--- config.mk ---
export PLATFORM = sky130hd
export DESIGN_NAME = wr_ptr_ctrl
export DESIGN_NICKNAME = d
export VERILOG_FILES = /design/src/rtl/gray_fifo_pkg.sv /design/src/rtl/wr_ptr_ctrl_sync.sv /design/src/rtl/wr_ptr_ctrl.sv
export SDC_FILE = /design/constraint.sdc
export NUM_CORES = 1
export LEC_CHECK = 0
export CAP_MARGIN = 40
export CORE_MARGIN = 2
export CORE_UTILIZATION = 40
export CTS_CLUSTER_SIZE = 25
export DETAILED_ROUTE_END_ITERATION = 8
export MAX_ROUTING_LAYER = met4
export PLACE_DENSITY = 0.68
export SYNTH_ARGS = -nofsm -noshare
export SYNTH_HDL_FRONTEND = slang
export SYNTH_SLANG_ARGS = --single-unit
export TNS_END_PERCENT = 10
--- constraint.sdc ---
create_clock -name wr_clk -period 7.3 [get_ports wr_clk]
set_input_delay 1.825 -clock wr_clk [delete_from_list [all_inputs] [get_ports wr_clk]]
set_output_delay 1.825 -clock wr_clk [all_outputs]
set_load 0.005 [all_outputs]
--- src/rtl/gray_fifo_pkg.sv ---
// Shared helpers for the dual-clock gray-code FIFO: pointer code conversion and
// default geometry.
package gray_fifo_pkg;

   localparam int unsigned ADDR_W_DEF   = 4;
   localparam int unsigned SYNC_DLY_DEF = 2;

   // Callers zero-extend narrower pointers into this word and slice the result.
   localparam int unsigned GRAY_WORD_W = 32;
   typedef logic [GRAY_WORD_W-1:0] gray_word_t;

   function automatic gray_word_t bin2gray(input gray_word_t bin);
      return bin ^ (bin >> 1);
   endfunction

   function automatic gray_word_t gray2bin(input gray_word_t gray);
      gray_word_t bin;
      bin[GRAY_WORD_W-1] = gray[GRAY_WORD_W-1];
      for (int i = GRAY_WORD_W - 2; i >= 0; i--) begin
         bin[i] = bin[i+1] ^ gray[i];
      end
      return bin;
   endfunction

endpackage

--- src/rtl/wr_ptr_ctrl_sync.sv ---
// Multi-flop synchronizer with a configurable reset value. Used for the gray read
// pointer and for the active-low write request.
module wr_ptr_ctrl_sync #(
   parameter int unsigned     WIDTH   = 1,
   parameter int unsigned     STAGES  = 2,
   parameter logic [WIDTH-1:0] RST_VAL = '0
) (
   input  logic             clk_i,
   input  logic             rst_ni,
   input  logic [WIDTH-1:0] d_i,
   output logic [WIDTH-1:0] q_o
);

   logic [WIDTH-1:0] sync_q [STAGES];

   always_ff @(posedge clk_i or negedge rst_ni) begin
      if (!rst_ni) begin
         for (int i = 0; i < STAGES; i++) begin
            sync_q[i] <= RST_VAL;
         end
      end else begin
         sync_q[0] <= d_i;
         for (int i = 1; i < STAGES; i++) begin
            sync_q[i] <= sync_q[i-1];
         end
      end
   end

   assign q_o = sync_q[STAGES-1];

endmodule

--- src/rtl/wr_ptr_ctrl.sv ---
// Write-side controller of the dual-clock gray FIFO: issues RAM writes, exports a
// gray write pointer and reports level/full/almost_full. Sticky overflow exists
// only when WR_PTR_CTRL_OVF_EN is defined; otherwise overflow is tied low.
module wr_ptr_ctrl
   import gray_fifo_pkg::*;
#(
   parameter int unsigned ADDR_W    = ADDR_W_DEF,
   parameter int unsigned SYNC_DLY  = SYNC_DLY_DEF,
   parameter int unsigned AFULL_THR = 12
) (
   input  logic              wr_clk,
   input  logic              rst_,
   input  logic [ADDR_W:0]   rd_ptr_g,
   input  logic              wr_req_,
   input  logic              ovf_clr,
   output logic              wr_en,
   output logic [ADDR_W-1:0] wr_addr,
   output logic [ADDR_W:0]   wr_ptr_g,
   output logic [ADDR_W:0]   wr_level,
   output logic              full,
   output logic              almost_full,
   output logic              overflow
);

   localparam int unsigned PW    = ADDR_W + 1;
   localparam int unsigned DEPTH = 1 << ADDR_W;

   logic [PW-1:0] rd_ptr_g_s;
   logic [PW-1:0] rd_ptr_b;
   logic [PW-1:0] level;
   logic [PW-1:0] ptr_inc;
   logic [PW:0]   level_inflight;
   logic          req_n_s;
   logic          req_active;
   logic          wr_en_d;
   gray_word_t    rd_bin_w;
   gray_word_t    wr_gray_w;

   logic          wr_en_q;
   logic [PW-1:0] wr_ptr_b_q;
   logic [PW-1:0] wr_ptr_g_q;

   wr_ptr_ctrl_sync #(
      .WIDTH  (PW),
      .STAGES (SYNC_DLY),
      .RST_VAL('0)
   ) u_rd_ptr_sync (
      .clk_i (wr_clk),
      .rst_ni(rst_),
      .d_i   (rd_ptr_g),
      .q_o   (rd_ptr_g_s)
   );

   wr_ptr_ctrl_sync #(
      .WIDTH  (1),
      .STAGES (SYNC_DLY),
      .RST_VAL(1'b1)
   ) u_req_sync (
      .clk_i (wr_clk),
      .rst_ni(rst_),
      .d_i   (wr_req_),
      .q_o   (req_n_s)
   );

   assign rd_bin_w   = gray2bin(gray_word_t'(rd_ptr_g_s));
   assign rd_ptr_b   = rd_bin_w[PW-1:0];
   assign req_active = ~req_n_s;

   // The wrap bit makes the modular difference reach DEPTH exactly when full.
   assign level       = wr_ptr_b_q - rd_ptr_b;
   assign full        = (level == PW'(DEPTH));
   assign almost_full = (level >= PW'(AFULL_THR));

   // Count the write already in flight so a DEPTH-1 level cannot overfill.
   assign level_inflight = {1'b0, level} + {{PW{1'b0}}, wr_en_q};
   assign wr_en_d        = req_active && (level_inflight < (PW+1)'(DEPTH));

   assign ptr_inc   = wr_ptr_b_q + PW'(1);
   assign wr_gray_w = bin2gray(gray_word_t'(ptr_inc));

`ifdef WR_PTR_CTRL_OVF_EN
   logic overflow_q;
`endif

   always_ff @(posedge wr_clk or negedge rst_) begin
      if (!rst_) begin
         wr_en_q    <= 1'b0;
         wr_ptr_b_q <= '0;
         wr_ptr_g_q <= '0;
`ifdef WR_PTR_CTRL_OVF_EN
         overflow_q <= 1'b0;
`endif
      end else begin
         wr_en_q <= wr_en_d;
         if (wr_en_q) begin
            wr_ptr_b_q <= ptr_inc;
            wr_ptr_g_q <= wr_gray_w[PW-1:0];
         end
`ifdef WR_PTR_CTRL_OVF_EN
         // Set has priority over a coincident clear.
         if (req_active && full && !wr_en_q) begin
            overflow_q <= 1'b1;
         end else if (ovf_clr) begin
            overflow_q <= 1'b0;
         end
`endif
      end
   end

`ifdef WR_PTR_CTRL_OVF_EN
   assign overflow = overflow_q;
`else
   assign overflow = 1'b0;
`endif

   logic unused_bits;
   assign unused_bits = ^{ovf_clr, rd_bin_w[GRAY_WORD_W-1:PW], wr_gray_w[GRAY_WORD_W-1:PW]};

   assign wr_en    = wr_en_q;
   assign wr_addr  = wr_ptr_b_q[ADDR_W-1:0];
   assign wr_ptr_g = wr_ptr_g_q;
   assign wr_level = level;

endmodule

## Word level (Yosys, flattened, before mapping)

Cells that the tools add are included.

| word-level totals | value |
|---|---|
| bits of input ports | 9 |
| logic and storage cells | 20 |
| register bits after elaboration | 23 |

| operators by class | value |
|---|---|
| reduce and logical (&&, ||, !) cells | 1 |
| add/sub/neg operators | 3 |
| equal/unequal tests | 1 |
| bitwise operators | 6 |
| $lt $le $gt $ge | 2 |

Operators by type and width:

| kind | count |
|---|---|
| adder 5 x 1 -> 6 bit | 1 |
| < comparator 6 x 5 -> 1 bit, second input constant | 1 |
| adder 5 x 1 -> 5 bit, second input constant | 1 |
| == test 5 bit, second input constant | 1 |
| greater-or-equal comparator 5 x 4 -> 1 bit, second input constant | 1 |
| subtractor 5 bit | 1 |
| XOR 5 x 4 -> 5 bit | 1 |
| XOR 1 bit | 4 |
| logical AND 1 bit | 1 |
| NOT 1 bit | 1 |

## Longest topological paths before layout

| depth | value |
|---|---|
| word-level depth | 8 |
| gate-level depth with buffers | 10 |
| mapped depth without buffers | 10 |

## By module

A second synthesis with hierarchy kept.

| unflattened totals | value |
|---|---|
| cell total of the unflattened synthesis | 89 |
| area total of the unflattened synthesis | 1069.8 um^2 |

By module, submodules not included:

| module | area an instance (um^2) | cells an instance | times used | sequential area each (um^2) |
|---|---|---|---|---|
| wr_ptr_ctrl | 729.4 | 72 | 1 | 250.2 |
| wr_ptr_ctrl_sync (u_rd_ptr_sync) | 287.8 | 15 | 1 | 250.2 |
| wr_ptr_ctrl_sync (u_req_sync) | 52.6 | 2 | 1 | 52.6 |

## Least setup slack after synthesis

OpenSTA, ideal clock, no wires.

| timing path | value |
|---|---|
| kind | register to output |
| start point | register u_rd_ptr_sync.sync_q, in the netlist u_rd_ptr_sync.q_o[3] |
| end point | output port full |
| required time | 5.475 ns |
| slack | 3.007 ns |
| stages on the path, launching flop included | 11 |
| arrival time | 2.468 ns |
| cell sequence | dfrtp_1 > xnor2_2 > xor2_2 > xor2_2 > xnor2_1 > ha_1 > fa_1 > nand2b_1 > a21oi_1 > xnor2_1 > nor4b_1 |

| between the ends | value |
|---|---|
| longest elaborated chain between the ends | 6 |

Ends and longest elaborated chain:

| element | RTL line | text |
|---|---|---|
| from (decl) | wr_ptr_ctrl_sync.sv:14 | `logic [WIDTH-1:0] sync_q [STAGES];` |
| from (signal, indexed assignment) | wr_ptr_ctrl_sync.sv:24 | `sync_q[i] <= sync_q[i-1];` |
| XOR 1 bit (*) | gray_fifo_pkg.sv:20 | `bin[i] = bin[i+1] ^ gray[i];` |
| XOR 1 bit (3 in a row) | gray_fifo_pkg.sv:20 |  |
| subtractor 5 bit (*) | wr_ptr_ctrl.sv:70 | `assign level = wr_ptr_b_q - rd_ptr_b;` |
| named net wr_level[4] | wr_ptr_ctrl.sv:19 | `output logic [ADDR_W:0] wr_level,` |
| == test 5 bit (*) | wr_ptr_ctrl.sv:71 | `assign full = (level == PW'(DEPTH));` |
| to (decl) | wr_ptr_ctrl.sv:20 | `output logic full,` |

Mark *: on every way through the listed nets, which the timed path passes. The rest lies on a longest branch.

## Worst setup path in the final report

| timing path | value |
|---|---|
| start point | register u_rd_ptr_sync.sync_q, in the netlist u_rd_ptr_sync.q_o[4] |
| end point | output port full |

| between the ends | value |
|---|---|
| longest elaborated chain between the ends | 6 |

Ends and longest elaborated chain:

| element | RTL line |
|---|---|
| XOR 1 bit (4 in a row) | gray_fifo_pkg.sv:20 |
| subtractor 5 bit (*) | wr_ptr_ctrl.sv:70 |
| == test 5 bit (*) | wr_ptr_ctrl.sv:71 |

Mark *: on every way between the ends. The rest lies on a longest branch, timed or not.

==> metrics.md <==
| Metric | Value |
|---|---|
| Status | finished, final reports clean |
| CTS Hold Buffers Added | 0 |
| Top-area cell type share of the netlist area | 48.1% |
| DRT antenna net count | 0 |
| Port Buf Inserts | 24 |
| Cell taking the most area after synthesis | dfrtp_1 |
| Largest net degree at the start of global routing | 20 |
| Worst-path fanout max | 4 |
| Core Util, Final | 55.7% |
| Fin. Hold Viols | 0 |
| RSZ-0062 raised after global routing | no |
| Cell count after synthesis | 87 |
| Synth Flop Type | dfrtp_1 |
| CP peak stage delay | 0.57 ns |
| First-pass GRT wire length | 2.73 mm |
| Avg Inst Size Synth | 12.0 um2 |
| Share of the yosys chip area belonging to registers | 53.1% |
| Post-synthesis cell type count | 27 |
| Number of gates resized after cts | 0 |
| CTS root buf | clkbuf_4 |
| Initial antenna violation count | 0 |
| Worst min path class | reg -> reg |
| Total Routing Usage GR | 13.7% |
| H-tree depth | 1 |
| Worst path bufs/invs | 1 |
| Critical path arrival | 3.47 ns |
| Layout cells sized above 1 | 11.6% |
| Worst Skew | 0.00516 ns |
| Stages on worst setup path | 11 |
| Fin worst setup slack | 2.00 ns |
| WL final | 1.68 mm |
| Synth Cell Area | 0.00104 mm2 |
| Routed via count | 680 |
| Setup_tns | 0 ns |
| Post-layout net count | 128 |
| Startpoint types | flop |
| CP Capture Type | primary output |
| Setup violators final | 0 |
| Minimum clock period | 5.30 ns |
| CTS clk-pin slew, worst paths | 0.12 ns |
| FFs w/ async S/R, synth | 100% |
| Clk Latency, worst-skew pair | 0.31 ns |
| Worst vdd ir | 250 uV |
| Pins Over Slew Limit | 0 |
| Syn_nets | 102 |
| Top post-synthesis cells by area | dfrtp_1 48%, xnor2_1 8.4%, ha_1 6.0%, dfstp_2 5.0%, xor2_1 3.4% |
| Detailed Routing Iterations Pass 1 | 3 |
| IO Pins | 27 |
| Hold slack | 0.362 ns |
| Rows | 18 |
| DIE WIDTH | 55.0 um |
| Power Total | 0.661 mW |
| Longest Clk Path Bufs | 2 |
| Placed cell area | 0.00133 mm2 |
| Antenna diodes | 0 |
| Die Area | 0.00303 mm2 |
| Layout area overhead | 32.6% |
| Number of synthesized flops with an enable pin | 0 |
| Hold Path Cell Cnt | 0 |
| Most common cell in the netlist | dfrtp_1 |
| Worst EP required | 5.48 ns |
| CTS buffer count | 3 |
| Delay-heaviest family, CP | XOR/XNOR gates |
| # fillers | 209 |
| Detailed-route vias per instance | 4.79 |
| Initial Util | 42.0% |
| Dpl hpwl | 1.29 mm |
| Final Cell Area | 0.00138 mm2 |
| Remaining DRCs | 0 |
| Total grt overflow | 0 |
| Max-cap violations | 0 |
| Dpl cells | 138 |
| Slowest cell on crit path | clkdlybuf4s50_1 |
| Reg2Reg Depth | 10 |
| Pwr dens | 479 mW/mm2 |
| CTS tree | yes |
| Setup WS pre-CTS | 2.33 ns |
| Initial drt markers | 13 |
| Synth warn | 0 |
| FF+latch count, synth | 22 |
| Wire per inst | 11.8 um |
| Setup repair bufs after CTS | 0 |
| Core area | 0.00248 mm2 |
| Vias in the first global route | 646 |
| Placer Congestion | 0.850 |
| Commonest cells post-synth | 20 x dfrtp_1, 10 x xnor2_1, 8 x inv_1 |
| CTS sink count | 22 |
| Critical path cell sequence | xnor2_2 -> xor2_2 -> xor2_2 -> xnor2_1 -> ha_1 -> fa_1 -> nand2b_1 -> a21oi_1 -> xnor2_1 -> nor4b_1 -> clkdlybuf4s50_1 |
| Vert. Die Dim | 55.0 um |
| Final period util | 72.6% |
| Fmax achieved | 189 MHz |
| Leak pwr | 0.599 nW |
| Critical path type | reg -> out |
| Post-Layout Cell Count | 142 |
==> metal layers <==
metal  vias to the layer above  GRT usage, %  wire (um)
met1                       324          15.5        776
met3                         4          3.23         88
met5                         -             -          0
met4                         0          6.10         31
met2                        22          23.0        781
li1                        330             -          -
==> layout by cell type, fill, tap and decap left out <==
cell / n
a21o_1: 1
a21oi_1: 3
a311oi_1: 1
and3_1: 1
buf_16: 1
bufinv_16: 1
clkbuf_4: 3
clkdlybuf4s50_1: 24
conb_1: 1
dfrtp_1: 20
dfstp_2: 2
fa_1: 1
ha_1: 5
inv_1: 8
mux2_2: 3
nand2_1: 6
nand2b_1: 2
nand4_1: 2
nor2_1: 2
nor4b_1: 1
o2111ai_1: 1
o211ai_1: 1
o21ai_0: 4
o32a_1: 1
xnor2_1: 10
xnor2_2: 1
xor2_1: 4
xor2_2: 2
==> final timing paths <==
kind,startpoint,to,slack [ns]
min,u_rd_ptr_sync.sync_q[5],u_rd_ptr_sync.q_o[0],0.36
max reg2reg,u_rd_ptr_sync.q_o[4],wr_en,4.71
min reg2reg,u_rd_ptr_sync.sync_q[5],u_rd_ptr_sync.q_o[0],0.36
min in group asynchronous,rst_,wr_ptr_b_q[3],1.76
max,u_rd_ptr_sync.q_o[4],full,2.00
max in group asynchronous,rst_,u_req_sync.sync_q[1],5.06
==> cell families after synthesis <==
group,count (synthesis),share of synthesized area [%]
xor+xnor,17,16.5
fa+ha+maj,6,7.93
flops,22,53.1
mux,3,3.24
other cells,1,0.360
simple gates,14,6.73
compound gates,12,7.45
buf+inv,12,4.69
==> layout make-up <==
cell class / instances / area, um2 / share of cell area, %
flip-flops and latches: 22 / 553 / 40.1
multi-input cells: 53 / 439 / 31.8
repair buffers: 25 / 268 / 19.4
well taps: 30 / 37.5 / 2.72
clock inverters: 1 / 30.0 / 2.18
inverters: 8 / 30.0 / 2.18
clock buffers: 3 / 22.5 / 1.63
==> sequential cells by signal, indices dropped and copies added, names as in the netlist <==
name	cells
u_rd_ptr_sync.q_o	5
u_rd_ptr_sync.sync_q	5
u_req_sync.q_o	1
u_req_sync.sync_q	1
wr_en	1
wr_ptr_b_q	4
wr_ptr_g	5
==> power by group <==
| group | total (mW) | switching (mW) | internal [mW] |
|---|---|---|---|
| logic | 0.368 | 0.144 | 0.225 |
| clock network | 0.0928 | 0.0373 | 0.0555 |
| registers | 0.200 | 0.0462 | 0.154 |
| total | 0.661 | 0.227 | 0.434 |
Note: power is estimated with default switching activity, not from simulation.
